## config.mk

```make
export PLATFORM = sky130hd
export DESIGN_NAME = cpuc_mem_mover
export DESIGN_NICKNAME = d
export VERILOG_FILES = /design/src/rtl/cpuc_mem_mover.sv
export SDC_FILE = /design/constraint.sdc
export NUM_CORES = 1
export LEC_CHECK = 0
export BUFFER_PORTS_ARGS = -buffer_cell sky130_fd_sc_hd__buf_2
export CAP_MARGIN = 10
export CORE_UTILIZATION = 53
export CTS_BUF_LIST = sky130_fd_sc_hd__clkbuf_16
export DETAILED_ROUTE_END_ITERATION = 8
export GPL_ROUTABILITY_DRIVEN = 0
export PLACE_DENSITY = 0.78
export REMOVE_ABC_BUFFERS = 1
export SETUP_SLACK_MARGIN = 0.4
export SYNTH_ARGS = -nofsm -noshare
export SYNTH_HDL_FRONTEND = slang
export SYNTH_SLANG_ARGS = --single-unit
```

## constraint.sdc

```tcl
create_clock -name clk -period 5.8 [get_ports clk]
set_input_delay 0.87 -clock clk [delete_from_list [all_inputs] [get_ports clk]]
set_output_delay 0.87 -clock clk [all_outputs]
set_load 0.05 [all_outputs]
```

## src/rtl/cpuc_mem_mover.sv

```systemverilog
// cpuc_mem_mover: block COPY / FILL engine driving one port of the CPUC dual-port RAM.
// Commands arrive over a valid/ready handshake. COPY moves a word in two cycles (read, then write).
// FILL writes one word per cycle. An overlapping COPY into a higher address runs descending,
// so the result matches memmove.
// Ports:
//   clk, rst_n                       clock, asynchronous active-low reset
//   cmd_valid / cmd_ready            command handshake (ready == engine idle, combinational)
//   cmd_op, cmd_src, cmd_dst,        command fields, sampled only at acceptance
//   cmd_len, cmd_pattern
//   abort                            terminate the running command, suppressing that cycle's write
//   busy, done, aborted, words_done  registered status
//   mem_address, mem_wren, mem_data  RAM port drive, decoded from state/pointers
//   mem_q                            RAM read data for mem[mem_address]
module cpuc_mem_mover #(
  parameter int unsigned ADDR_WIDTH = 10,
  parameter int unsigned DATA_WIDTH = 32
) (
  input  logic                  clk,
  input  logic                  rst_n,
  input  logic                  cmd_valid,
  output logic                  cmd_ready,
  input  logic                  cmd_op,
  input  logic [ADDR_WIDTH-1:0] cmd_src,
  input  logic [ADDR_WIDTH-1:0] cmd_dst,
  input  logic [ADDR_WIDTH:0]   cmd_len,
  input  logic [DATA_WIDTH-1:0] cmd_pattern,
  input  logic                  abort,
  output logic                  busy,
  output logic                  done,
  output logic                  aborted,
  output logic [ADDR_WIDTH:0]   words_done,
  output logic [ADDR_WIDTH-1:0] mem_address,
  output logic                  mem_wren,
  output logic [DATA_WIDTH-1:0] mem_data,
  input  logic [DATA_WIDTH-1:0] mem_q
);

  localparam int unsigned AW = ADDR_WIDTH;
  localparam int unsigned LW = ADDR_WIDTH + 1;
  localparam int unsigned DW = DATA_WIDTH;

  typedef enum logic [2:0] {
    S_IDLE = 3'd0,
    S_RD   = 3'd1,
    S_WR   = 3'd2,
    S_FILL = 3'd3,
    S_FIN  = 3'd4
  } state_e;

  state_e          state_q, state_d;
  logic [AW-1:0]   src_q, src_d;
  logic [AW-1:0]   dst_q, dst_d;
  logic [LW-1:0]   rem_q, rem_d;
  logic [DW-1:0]   pattern_q, pattern_d;
  logic [DW-1:0]   data_q, data_d;
  logic            desc_q, desc_d;
  logic [LW-1:0]   words_done_q, words_done_d;
  logic            aborted_q, aborted_d;
  logic            done_q, done_d;
  logic            busy_q, busy_d;

  // Overlap detection uses unwrapped arithmetic so src+len never aliases to a low address.
  logic [LW-1:0]   src_ext, dst_ext, src_end;
  logic            cmd_desc;
  logic [AW-1:0]   src_start, dst_start;

  always_comb begin
    src_ext   = {1'b0, cmd_src};
    dst_ext   = {1'b0, cmd_dst};
    src_end   = src_ext + cmd_len;
    cmd_desc  = !cmd_op && (dst_ext > src_ext) && (dst_ext < src_end);
    src_start = cmd_desc ? AW'(src_ext + cmd_len - LW'(1)) : cmd_src;
    dst_start = cmd_desc ? AW'(dst_ext + cmd_len - LW'(1)) : cmd_dst;
  end

  // Next state, datapath updates and RAM port decode.
  always_comb begin
    state_d      = state_q;
    src_d        = src_q;
    dst_d        = dst_q;
    rem_d        = rem_q;
    pattern_d    = pattern_q;
    data_d       = data_q;
    desc_d       = desc_q;
    words_done_d = words_done_q;
    aborted_d    = aborted_q;
    mem_address  = '0;
    mem_wren     = 1'b0;
    mem_data     = '0;

    case (state_q)
      S_IDLE: begin
        if (cmd_valid) begin
          src_d        = src_start;
          dst_d        = dst_start;
          rem_d        = cmd_len;
          pattern_d    = cmd_pattern;
          desc_d       = cmd_desc;
          words_done_d = '0;
          aborted_d    = 1'b0;
          if (cmd_len == '0)  state_d = S_FIN;
          else if (cmd_op)    state_d = S_FILL;
          else                state_d = S_RD;
        end
      end

      S_RD: begin
        mem_address = src_q;
        if (abort) begin
          aborted_d = 1'b1;
          state_d   = S_FIN;
        end else begin
          data_d  = mem_q;
          state_d = S_WR;
        end
      end

      S_WR, S_FILL: begin
        mem_address = dst_q;
        if (abort) begin
          aborted_d = 1'b1;
          state_d   = S_FIN;
        end else begin
          mem_wren     = 1'b1;
          mem_data     = (state_q == S_FILL) ? pattern_q : data_q;
          src_d        = desc_q ? (src_q - AW'(1)) : (src_q + AW'(1));
          dst_d        = desc_q ? (dst_q - AW'(1)) : (dst_q + AW'(1));
          rem_d        = rem_q - LW'(1);
          words_done_d = words_done_q + LW'(1);
          if (rem_q == LW'(1))        state_d = S_FIN;
          else if (state_q == S_WR)   state_d = S_RD;
          else                        state_d = S_FILL;
        end
      end

      S_FIN: begin
        state_d = S_IDLE;
      end

      default: begin
        state_d = S_IDLE;
      end
    endcase

    done_d = (state_d == S_FIN);
    busy_d = (state_d != S_IDLE);
  end

  // State and datapath registers.
  always_ff @(posedge clk or negedge rst_n) begin
    if (!rst_n) begin
      state_q      <= S_IDLE;
      src_q        <= '0;
      dst_q        <= '0;
      rem_q        <= '0;
      pattern_q    <= '0;
      data_q       <= '0;
      desc_q       <= 1'b0;
      words_done_q <= '0;
      aborted_q    <= 1'b0;
      done_q       <= 1'b0;
      busy_q       <= 1'b0;
    end else begin
      state_q      <= state_d;
      src_q        <= src_d;
      dst_q        <= dst_d;
      rem_q        <= rem_d;
      pattern_q    <= pattern_d;
      data_q       <= data_d;
      desc_q       <= desc_d;
      words_done_q <= words_done_d;
      aborted_q    <= aborted_d;
      done_q       <= done_d;
      busy_q       <= busy_d;
    end
  end

  assign cmd_ready  = (state_q == S_IDLE);
  assign busy       = busy_q;
  assign done       = done_q;
  assign aborted    = aborted_q;
  assign words_done = words_done_q;

endmodule

```

==> results.yml <==
route:
  firstDrtPassIters: 5
  viasPerCell: 5.74
  routed_wl_um: 20400
  vias: 7024
  antenna_left: 0
  drc: 0
  drt_first_iter_violations: 528
  routedWlPerCell_um: 16.6
cells_and_area:
  instances_no_fill: 1223
  drive_gt1_frac: 0.225
  fillers: 1169
  stdcell_area_um2: 9250
  syn_to_final_growth_pct: 19.4
  antenna_cells: 0
  nets: 1198
  fin_util: 0.656
worst_setup_path:
  critPathBufInv: 1
  cp_max_fo: 26
  arrival_ns: 4.72
  cp_top_family: "compound AO/OA/AOI/OAI gates"
  crit_path_end_kind: "register"
  critPathMaxStageDelay_ns: 0.66
  path_cells: "buf_2, ha_1, o21ai_0, o21bai_1, nand2_1, a2111oi_0, mux2i_1, and3_1, ha_1, nor3_1, a31oi_1, nand3_1, mux2i_1, o31a_1, or2_1, o21ai_1, a221o_1"
  cp-start-kind: "primary input"
  crit_slowest_cell: "or2_1"
  worstReg2RegStart: "state_q[0]"
  required_ns: 6.09
  path_class: "in2reg"
  crit_start: "cmd_len[3]"
placement:
  portBuffers: 157
  dp_cells: 1191
  dpl.hpwl_um: 14500
  placed_area_um2: 8670
clock_tree:
  cts_tree: "built"
  numCtsBuffers: 17
  cts_resized: 0
  cts_max_level: 4
  clockRootBuffer: "clkbuf_16"
  cts_max_path_buffers: 2
  clock_sinks: 113
  path_clk_slew_ns: 0.05
  ctsHoldBuffers: 0
  clock_insertion_delay_worst_skew_ns: 0.42
  post-cts-setup-buffers: 0
power:
  ir_drop_mv: 0.263
  power.switching_mw: 2.21
  intPower_mw: 2.79
  p_leak_nw: 4.64
  seqPwrFrac: 0.294
  switching_share: 0.443
  power.density_nw_per_um2: 541
  pwr-share-comb: 0.502
  p_total_mw: 5.00
  clkPwrFrac: 0.204
global_routing:
  grt_pass1_wl_um: 32400
  overflow: 0
  track_usage: 0.280
  grt_max_degree: 80
  first_global_vias: 6663
  antenna_found_initial: 0
logic_synthesis:
  ys_warn_count: 0
  syn_area_per_cell_um2: 8.75
  synth-seq-area-share: 0.365
  async_flop_share: 1.00
  ys_types: 59
  synth_edf_count: 0
  synthFlopType: "dfrtp_1"
  synthesis.area_um2: 7750
  synth_cells: 886
  ys_seq_elements: 113
sta:
  setup_tns_ns: 0
  setup_viol: 0
  finalMaxSlewViolations: 0
  finalCriticalPeriod_ns: 4.43
  tightestPinTransition_ns: 1.10
  fin_skew_ns: 0.00819
  rsz0062_at_grt: "false"
  fmax_mhz: 225
  hold_violations: 0
  maxSlewHeadroom: 0.269
  finalCritPeriodShare: 0.765
floorplanning:
  ios: 158
  die_h_um: 123
  core_area_um2: 14100
  dieWidth_um: 123
  num_rows: 43
  die_area_um2: 15100
  start_util: 0.550
min_path:
  hold_class: "reg2reg"
  min-delay-start: "pattern_q[9]"
run_status:
  status: "finished clean"
run:
  maxCapViolCount: 0
worst register-to-register path, stage by stage (launching register included):
cell and delay [ns]:
dfrtp_2 0.77, nor3_1 0.45, and2_2 0.94, nor2_1 0.11, buf_4 0.27, nor4_1 0.45, a221o_1 0.18
cell type report:
| cell class | count | area, µm² | area share |
|---|---|---|---|
| well taps | 180 | 225 | 0.0243 |
| clock buffers | 17 | 425 | 0.0460 |
| repair buffers | 167 | 863 | 0.0933 |
| clock inverters | 15 | 153 | 0.0165 |
| multi-input cells | 669 | 4520 | 0.489 |
| inverters | 62 | 233 | 0.0252 |
| flip-flops and latches | 113 | 2830 | 0.306 |
power by group through the flow:
| stage | Sequential, mW | Clock [mW] | Combinational, mW |
|---|---|---|---|
| 4_1_cts | 1.47 | 1.04 | 2.50 |
| 2_1_floorplan | 1.43 | 0 | 1.85 |
| 5_1_grt | 1.52 | 1.08 | 2.75 |
| 3_3_place_gp | 1.45 | 0 | 2.41 |
| 3_5_place_dp | 1.47 | 0 | 2.47 |
| 6_report | 1.47 | 1.02 | 2.51 |
stage by stage:
stage	worst slack (ns)	hold WS [ns]
6_report	1.37	0.475
3_3_place_gp	1.04	0.457
4_1_cts	1.39	0.476
5_1_grt	1.04	0.491
2_1_floorplan	0.893	0.445
3_5_place_dp	0.982	0.462
cells in the mapped netlist (5+ instances only):
library cell	number	area [µm²]
a211oi_1	7	52.6
a21o_1	9	67.6
a21oi_1	42	210
a22o_1	10	87.6
a22oi_1	5	37.5
a31oi_1	5	31.3
buf_1	8	30.0
clkbuf_1	31	116
dfrtp_1	113	2830
ha_1	64	801
inv_1	61	229
mux2_2	32	360
mux2i_1	36	360
nand2_1	130	488
nand2b_1	11	68.8
nand3_1	17	85.1
nand4_1	6	37.5
nor2_1	74	278
nor2b_1	15	93.8
nor3_1	28	140
nor4_1	6	37.5
o211ai_1	5	37.5
o21ai_0	46	230
o21ai_1	16	80.1
o22a_1	5	43.8
or3_1	7	43.8
xnor2_1	21	184
xor2_1	22	193
flip-flops by register name (all words and copies together), names as in the netlist, 3 cells and up:
| name | count |
|---|---|
| rem_q | 11 |
| words_done | 11 |
| state_q | 3 |
| src_q | 10 |
| dst_q | 10 |
| pattern_q | 32 |
| data_q | 32 |
final timing paths:
kind                                end  slack [ns]  cells after the start
setup / recovery               dst_q[2]        1.37                     17
hold / removal             pattern_q[9]        0.47                      2
setup reg to reg               dst_q[2]        2.55                      6
hold reg to reg            pattern_q[9]        0.47                      2
max in group asynchronous    state_q[0]        4.13                      2
min in group asynchronous    data_q[26]        0.60                      1
per-layer routing:
metal | vias to the layer above | routed length (µm) | part of all wire | global-route usage
met5 | - | 0 | 0 | 0
met1 | 3330 | 8790 | 0.43 | 0.359
met3 | 46 | 1270 | 0.062 | 0.0549
met4 | 0 | 694 | 0.034 | 0.131
li1 | 3381 | - | - | -
met2 | 267 | 9610 | 0.47 | 0.457
cell usage in the layout, fill, tap and decap left out, types with 11 or more instances in the layout:
cell type / n
clkbuf_16: 17
nor2b_1: 13
buf_4: 11
mux2i_1: 36
o21ai_0: 46
a21oi_1: 42
buf_2: 156
dfrtp_1: 112
nor3_1: 28
xnor2_1: 21
nand2_1: 130
inv_1: 64
ha_1: 64
mux2_2: 32
nand3_1: 17
o21ai_1: 16
nor2_1: 74
xor2_1: 22
cells by family (layout without fill, tap and decap cells):
| group | after synthesis | after routing | synth area share |
|---|---|---|---|
| AND/OR/NAND/NOR | 311 | 311 | 0.180 |
| AO/OA/AOI/OAI | 179 | 179 | 0.147 |
| buffers and inverters | 104 | 261 | 0.0525 |
| XOR/XNOR | 43 | 43 | 0.0486 |
| flip-flops | 113 | 113 | 0.365 |
| multiplexers | 68 | 68 | 0.0930 |
| adder cells (fa/ha/maj) | 68 | 68 | 0.114 |
(Power assumes the default switching activity.)
